`config.mk`:
```
export PLATFORM = sky130hd
export DESIGN_NAME = trdb_filter_ctrl
export DESIGN_NICKNAME = d
export VERILOG_FILES = /design/src/rtl/trdb_pkg.sv /design/src/rtl/trdb_range_cmp.sv /design/src/rtl/trdb_filter_ctrl.sv
export SDC_FILE = /design/constraint.sdc
export NUM_CORES = 1
export LEC_CHECK = 0
export BUFFER_PORTS_ARGS = -buffer_cell sky130_fd_sc_hd__buf_2
export CAP_MARGIN = 10
export CORE_UTILIZATION = 45
export DETAILED_ROUTE_END_ITERATION = 12
export PLACE_DENSITY = 0.73
export SLEW_MARGIN = 20
export SYNTH_ARGS = -nofsm -noshare
export SYNTH_HDL_FRONTEND = slang
export SYNTH_SLANG_ARGS = --single-unit
```
`constraint.sdc`:
```
create_clock -name clk_i -period 6.7 [get_ports clk_i]
set_input_delay 0.67 -clock clk_i [delete_from_list [all_inputs] [get_ports clk_i]]
set_output_delay 0.67 -clock clk_i [all_outputs]
set_load 0.02 [all_outputs]
```
`src/rtl/trdb_pkg.sv`:
```
// trdb_pkg: shared constants and enums for the trace debug encoder filter path
package trdb_pkg;
   localparam int unsigned XLEN = 32;
   typedef enum logic [1:0] {
      RANGE_WINDOW = 2'b00,
      RANGE_START  = 2'b01,
      RANGE_STOP   = 2'b10,
      RANGE_RSVD   = 2'b11
   } range_kind_e;
   typedef enum logic {
      F_OFF = 1'b0,
      F_ON  = 1'b1
   } filter_state_e;
endpackage

```
`src/rtl/trdb_range_cmp.sv`:
```
// trdb_range_cmp: inclusive unsigned address comparator; lower > upper never hits
module trdb_range_cmp #(
   parameter int unsigned XLEN = 32
) (
   input  logic            en_i,
   input  logic [XLEN-1:0] lower_i,
   input  logic [XLEN-1:0] upper_i,
   input  logic [XLEN-1:0] iaddr_i,
   output logic            hit_o
);
   assign hit_o = en_i && (lower_i <= iaddr_i) && (iaddr_i <= upper_i);
endmodule

```
`src/rtl/trdb_filter_ctrl.sv`:
```
// trdb_filter_ctrl: ON/OFF trace state machine with address ranges, privilege
// filter and stop-after-N counter; produces registered per-instruction qualification
module trdb_filter_ctrl #(
   parameter int unsigned XLEN       = trdb_pkg::XLEN,
   parameter int unsigned NUM_RANGES = 4,
   parameter int unsigned CNT_W      = 16
) (
   input  logic                            clk_i,
   input  logic                            rst_ni,
   input  logic                            trace_activated_i,
   input  logic                            trigger_trace_on_i,
   input  logic                            trigger_trace_off_i,
   input  logic                            apply_filters_i,
   input  logic                            iretire_i,
   input  logic [XLEN-1:0]                 iaddr_i,
   input  logic [1:0]                      priv_lvl_i,
   input  logic                            trace_selected_priv_i,
   input  logic [1:0]                      which_priv_i,
   input  logic [NUM_RANGES-1:0]           range_en_i,
   input  logic [NUM_RANGES-1:0][1:0]      range_kind_i,
   input  logic [NUM_RANGES-1:0][XLEN-1:0] range_lower_i,
   input  logic [NUM_RANGES-1:0][XLEN-1:0] range_upper_i,
   input  logic [CNT_W-1:0]                stop_count_i,
   output logic                            trace_qualified_o,
   output logic                            trace_range_match_o,
   output logic                            trace_priv_match_o,
   output logic                            trace_req_deactivate_o,
   output logic                            trace_on_o
);
   import trdb_pkg::*;
   logic [NUM_RANGES-1:0] hit, win_en, win_hit, start_v, stop_v;
   for (genvar k = 0; k < NUM_RANGES; k++) begin : g_rng
      trdb_range_cmp #(.XLEN(XLEN)) u_cmp (
         .en_i    (range_en_i[k]),
         .lower_i (range_lower_i[k]),
         .upper_i (range_upper_i[k]),
         .iaddr_i (iaddr_i),
         .hit_o   (hit[k])
      );
      assign win_en[k]  = range_en_i[k] && (range_kind_i[k] == RANGE_WINDOW);
      assign win_hit[k] = hit[k] && (range_kind_i[k] == RANGE_WINDOW);
      assign start_v[k] = hit[k] && (range_kind_i[k] == RANGE_START);
      assign stop_v[k]  = hit[k] && (range_kind_i[k] == RANGE_STOP);
   end
   filter_state_e state_q, state_d;
   logic [CNT_W-1:0] cnt_q, cnt_d;
   logic qual_q, qual_d, rmatch_q, rmatch_d, pmatch_q, pmatch_d, deact_q, deact_d;
   logic win_match, priv_match, filt_ok, start_hit, stop_hit, is_on;
   logic cnt_expire, stop_req, go_on, go_off;
   always_comb begin
      win_match  = (|win_hit) || !(|win_en);
      priv_match = !trace_selected_priv_i || (priv_lvl_i == which_priv_i);
      filt_ok    = !apply_filters_i || (win_match && priv_match);
      start_hit  = iretire_i && apply_filters_i && (|start_v);
      stop_hit   = iretire_i && apply_filters_i && (|stop_v);
      is_on      = state_q == F_ON;
      cnt_expire = is_on && (stop_count_i != '0) && iretire_i && filt_ok &&
                   (cnt_q == stop_count_i - CNT_W'(1));
      stop_req   = trigger_trace_off_i || stop_hit || cnt_expire;
      go_on      = !is_on && trace_activated_i && (trigger_trace_on_i || start_hit) &&
                   !trigger_trace_off_i;
      go_off     = is_on && (!trace_activated_i || stop_req);
      state_d    = go_on ? F_ON : go_off ? F_OFF : state_q;
      cnt_d      = go_on ? '0 :
                   (is_on && iretire_i && filt_ok && (cnt_q != '1)) ? cnt_q + CNT_W'(1) : cnt_q;
      qual_d     = iretire_i && trace_activated_i && filt_ok && !trigger_trace_off_i &&
                   (is_on || go_on);
      rmatch_d   = win_match;
      pmatch_d   = priv_match;
      // a drop of trace_activated already clears the register, so no request
      deact_d    = is_on && trace_activated_i && stop_req;
   end
   always_ff @(posedge clk_i) begin
      if (!rst_ni) begin
         state_q  <= F_OFF;
         cnt_q    <= '0;
         qual_q   <= 1'b0;
         rmatch_q <= 1'b0;
         pmatch_q <= 1'b0;
         deact_q  <= 1'b0;
      end else begin
         state_q  <= state_d;
         cnt_q    <= cnt_d;
         qual_q   <= qual_d;
         rmatch_q <= rmatch_d;
         pmatch_q <= pmatch_d;
         deact_q  <= deact_d;
      end
   end
   assign trace_qualified_o      = qual_q;
   assign trace_range_match_o    = rmatch_q;
   assign trace_priv_match_o     = pmatch_q;
   assign trace_req_deactivate_o = deact_q;
   assign trace_on_o             = state_q == F_ON;
endmodule

```
==> impl_metrics.ini <==
[status]
status = completed

[synthesis]
syn_inst = 1089
ys_async_sr_fraction = 0
synth_warnings = 0
synth_area_per_cell_sq_um = 7.48
synthesis.nets = 1675
synth_edf_count = 0
netlist_area_sq_um = 8150
ys_seq_area_frac = 0.0516
ys_types = 66
synth_flop_cell = dfxtp_1
ys_ff_latch = 21

[power_and_ir_drop]
p_total_uw = 775
powerDensity_nw_per_um2 = 76.2
leakagePower_uw = 0.00549
vdd_drop_max_mv = 0.125

[flow_run]
drv_cap = 0

[min_path]
holdCritPathClass = reg2reg
min_from = cnt_q[11]
hold-path-endpoint = cnt_q[11]
hold_path_depth = 2

[drt]
wl_per_cell_um = 16.9
wirelength_um = 28000
drcViolationCount = 0
dr.pass1.iters = 5
vias = 9330
drt.antenna.violating_nets = 0
avgViaCountPerCell = 5.64
drtIter0Drc = 502

[sta]
layout_min_cycle_time_ns = 3.78
fin_setup_tns_ns = 0
slew_viol_final = 0
final-hold-violation-count = 0
maxSlewHeadroom = 0.515
finClkSkew_ns = 0.00158
tightest_slew_ns = 0.721
rsz0062_at_grt = false
min_period_over_period = 0.564
setup_viol = 0
clock.fmax_mhz = 264

[place]
place_hpwl_um = 25000
dp_cells = 1637
place_congestion = 0.936
portBuffers = 332

[worst_setup_path]
r2r_end = cnt_q[0]
cp.arrival_ns = 3.97
reg2reg_depth = 7
crit_start = iaddr_i[17]
crit_path_max_fanout = 16
startpoint_type = input pin
rr_startpoint = cnt_q[3]
path_class = in2reg
reg2reg_slack_ns = 4.35
cp-end-kind = flop
crit_required_ns = 6.88

[clock_tree]
hold_buffers = 0
post_cts_buffers = 0
clk_latency_ns = 0.25
cts_tree = done
ctsResizeCount = 0
cts_max_path_buffers = 2
cts_root_buf = clkbuf_16
cts_buffers = 3
cts.htree.levels = 1
clk_pin_slew_ns = 0.06
cts_num_sinks = 21

[die]
core-area_sq_um = 17500
io_pins = 333
num_rows = 48
dieArea_sq_um = 18600
initial_core_util = 0.466
die_x_um = 137
die_y_um = 137

[global_route]
grt_pass1_vias = 9111
grt.overflow.total = 0
grt_pass1_wl_um = 43800
grt_max_degree = 26
track_usage = 0.299
antenna_found_initial = 12

[finish]
nets = 2003
area_growth_pct = 24.9
mostFrequentLayoutCell = buf_2
nFillCells = 1709
final_cell_count_no_fill = 1653
drive_gt1_frac = 0.255
layout_common_cells = 332 x buf_2, 258 x ha_1, 173 x inv_1
final_util = 0.582
[state kept, by name, summed over array words and instances, names as in the netlist]
register                count
trace_qualified_o           1
trace_priv_match_o          1
trace_range_match_o         1
trace_on_o                  1
trace_req_deactivate_o      1
cnt_q                      16
[per-layer routing]
metal	vias up	global-route usage	part of all wire
met5	-	0	0.0014
met4	6	0.107	0.034
met3	70	0.0348	0.064
met2	343	0.534	0.47
met1	4197	0.366	0.43
li1	4714	-	-
[cell usage after synthesis, drive strengths merged, types with 8 or more instances]
master / number / area share
or3: 11 / 0.0084
nand2: 71 / 0.033
nand4: 57 / 0.045
nor2: 41 / 0.019
nor2b: 12 / 0.0092
and2: 8 / 0.0061
o211ai: 14 / 0.013
xor2: 11 / 0.012
clkbuf: 10 / 0.0046
a21o: 16 / 0.015
a21oi: 110 / 0.068
nand3b: 12 / 0.011
nor4: 18 / 0.016
ha: 258 / 0.40
nor3: 8 / 0.0049
a211oi: 20 / 0.018
xnor2: 12 / 0.013
nand3: 46 / 0.028
a31oi: 11 / 0.0084
dfxtp: 21 / 0.052
inv: 173 / 0.080
mux2i: 8 / 0.0098
o21ai: 40 / 0.025
[through the flow]
| step | hold WS [ns] | setup slack, ns | area, sq um |
|---|---|---|---|
| floorplan | 0.479 | 3.31 | 8150 |
| global placement | 0.499 | 2.81 | 10100 |
| detailed placement | 0.510 | 2.63 | 10100 |
| CTS | 0.517 | 2.90 | 10100 |
| global route | 0.532 | 2.68 | 10200 |
| finish | 0.516 | 2.92 | 10200 |
[where the power goes]
part / leakage [uW] / internal (uW) / switching, uW
sequential: 0.000170 / 126 / 0.820
combinational: 0.00528 / 234 / 285
clock: 0.0000410 / 80.2 / 47.9
total: 0.00549 / 441 / 334
[area by class of cell]
type | count | area [sq um] | share of cell area
antenna | 12 | 30.0 | 0.00295
inverter | 173 | 649 | 0.0638
sequential | 21 | 420 | 0.0413
tap | 225 | 282 | 0.0277
timing repair buffer | 335 | 1680 | 0.166
multi-input combinational | 883 | 7030 | 0.691
clock inverter | 1 | 5.00 | 0.000492
clock buffer | 3 | 75.1 | 0.00738
[how the worst max path moves through the flow]
stage / cells after the start / to / slack, ns
after floorplan: 12 / cnt_q[3] / 3.31
after global placement: 12 / trace_on_o / 2.81
after detailed placement: 12 / cnt_q[15] / 2.63
after CTS: 12 / cnt_q[15] / 2.90
after global routing: 12 / trace_on_o / 2.68
final: 12 / cnt_q[15] / 2.92
[cell families after synthesis]
group                      Yosys count  share of synthesized area
DFF                                 21                     0.0516
xor gates and xnor gates            23                     0.0247
AOI/OAI and AO/OA                  273                      0.216
adders and majority gates          258                      0.396
and+or+nand+nor                    321                      0.215
buffers and inverters              185                     0.0863
muxes                                8                    0.00983
[worst max-delay path, cell delays in order]
cell       delay [ns]
buf_2            0.17
inv_1            0.13
ha_1             0.35
a21o_1           0.18
a221o_1          0.31
a221oi_1         0.30
a22oi_1          0.12
nor4_2           0.52
a22oi_2          0.19
a31o_4           0.34
a2111oi_2        0.44
mux2i_1          0.22
No activity file was read; power rests on OpenSTA's default activity.
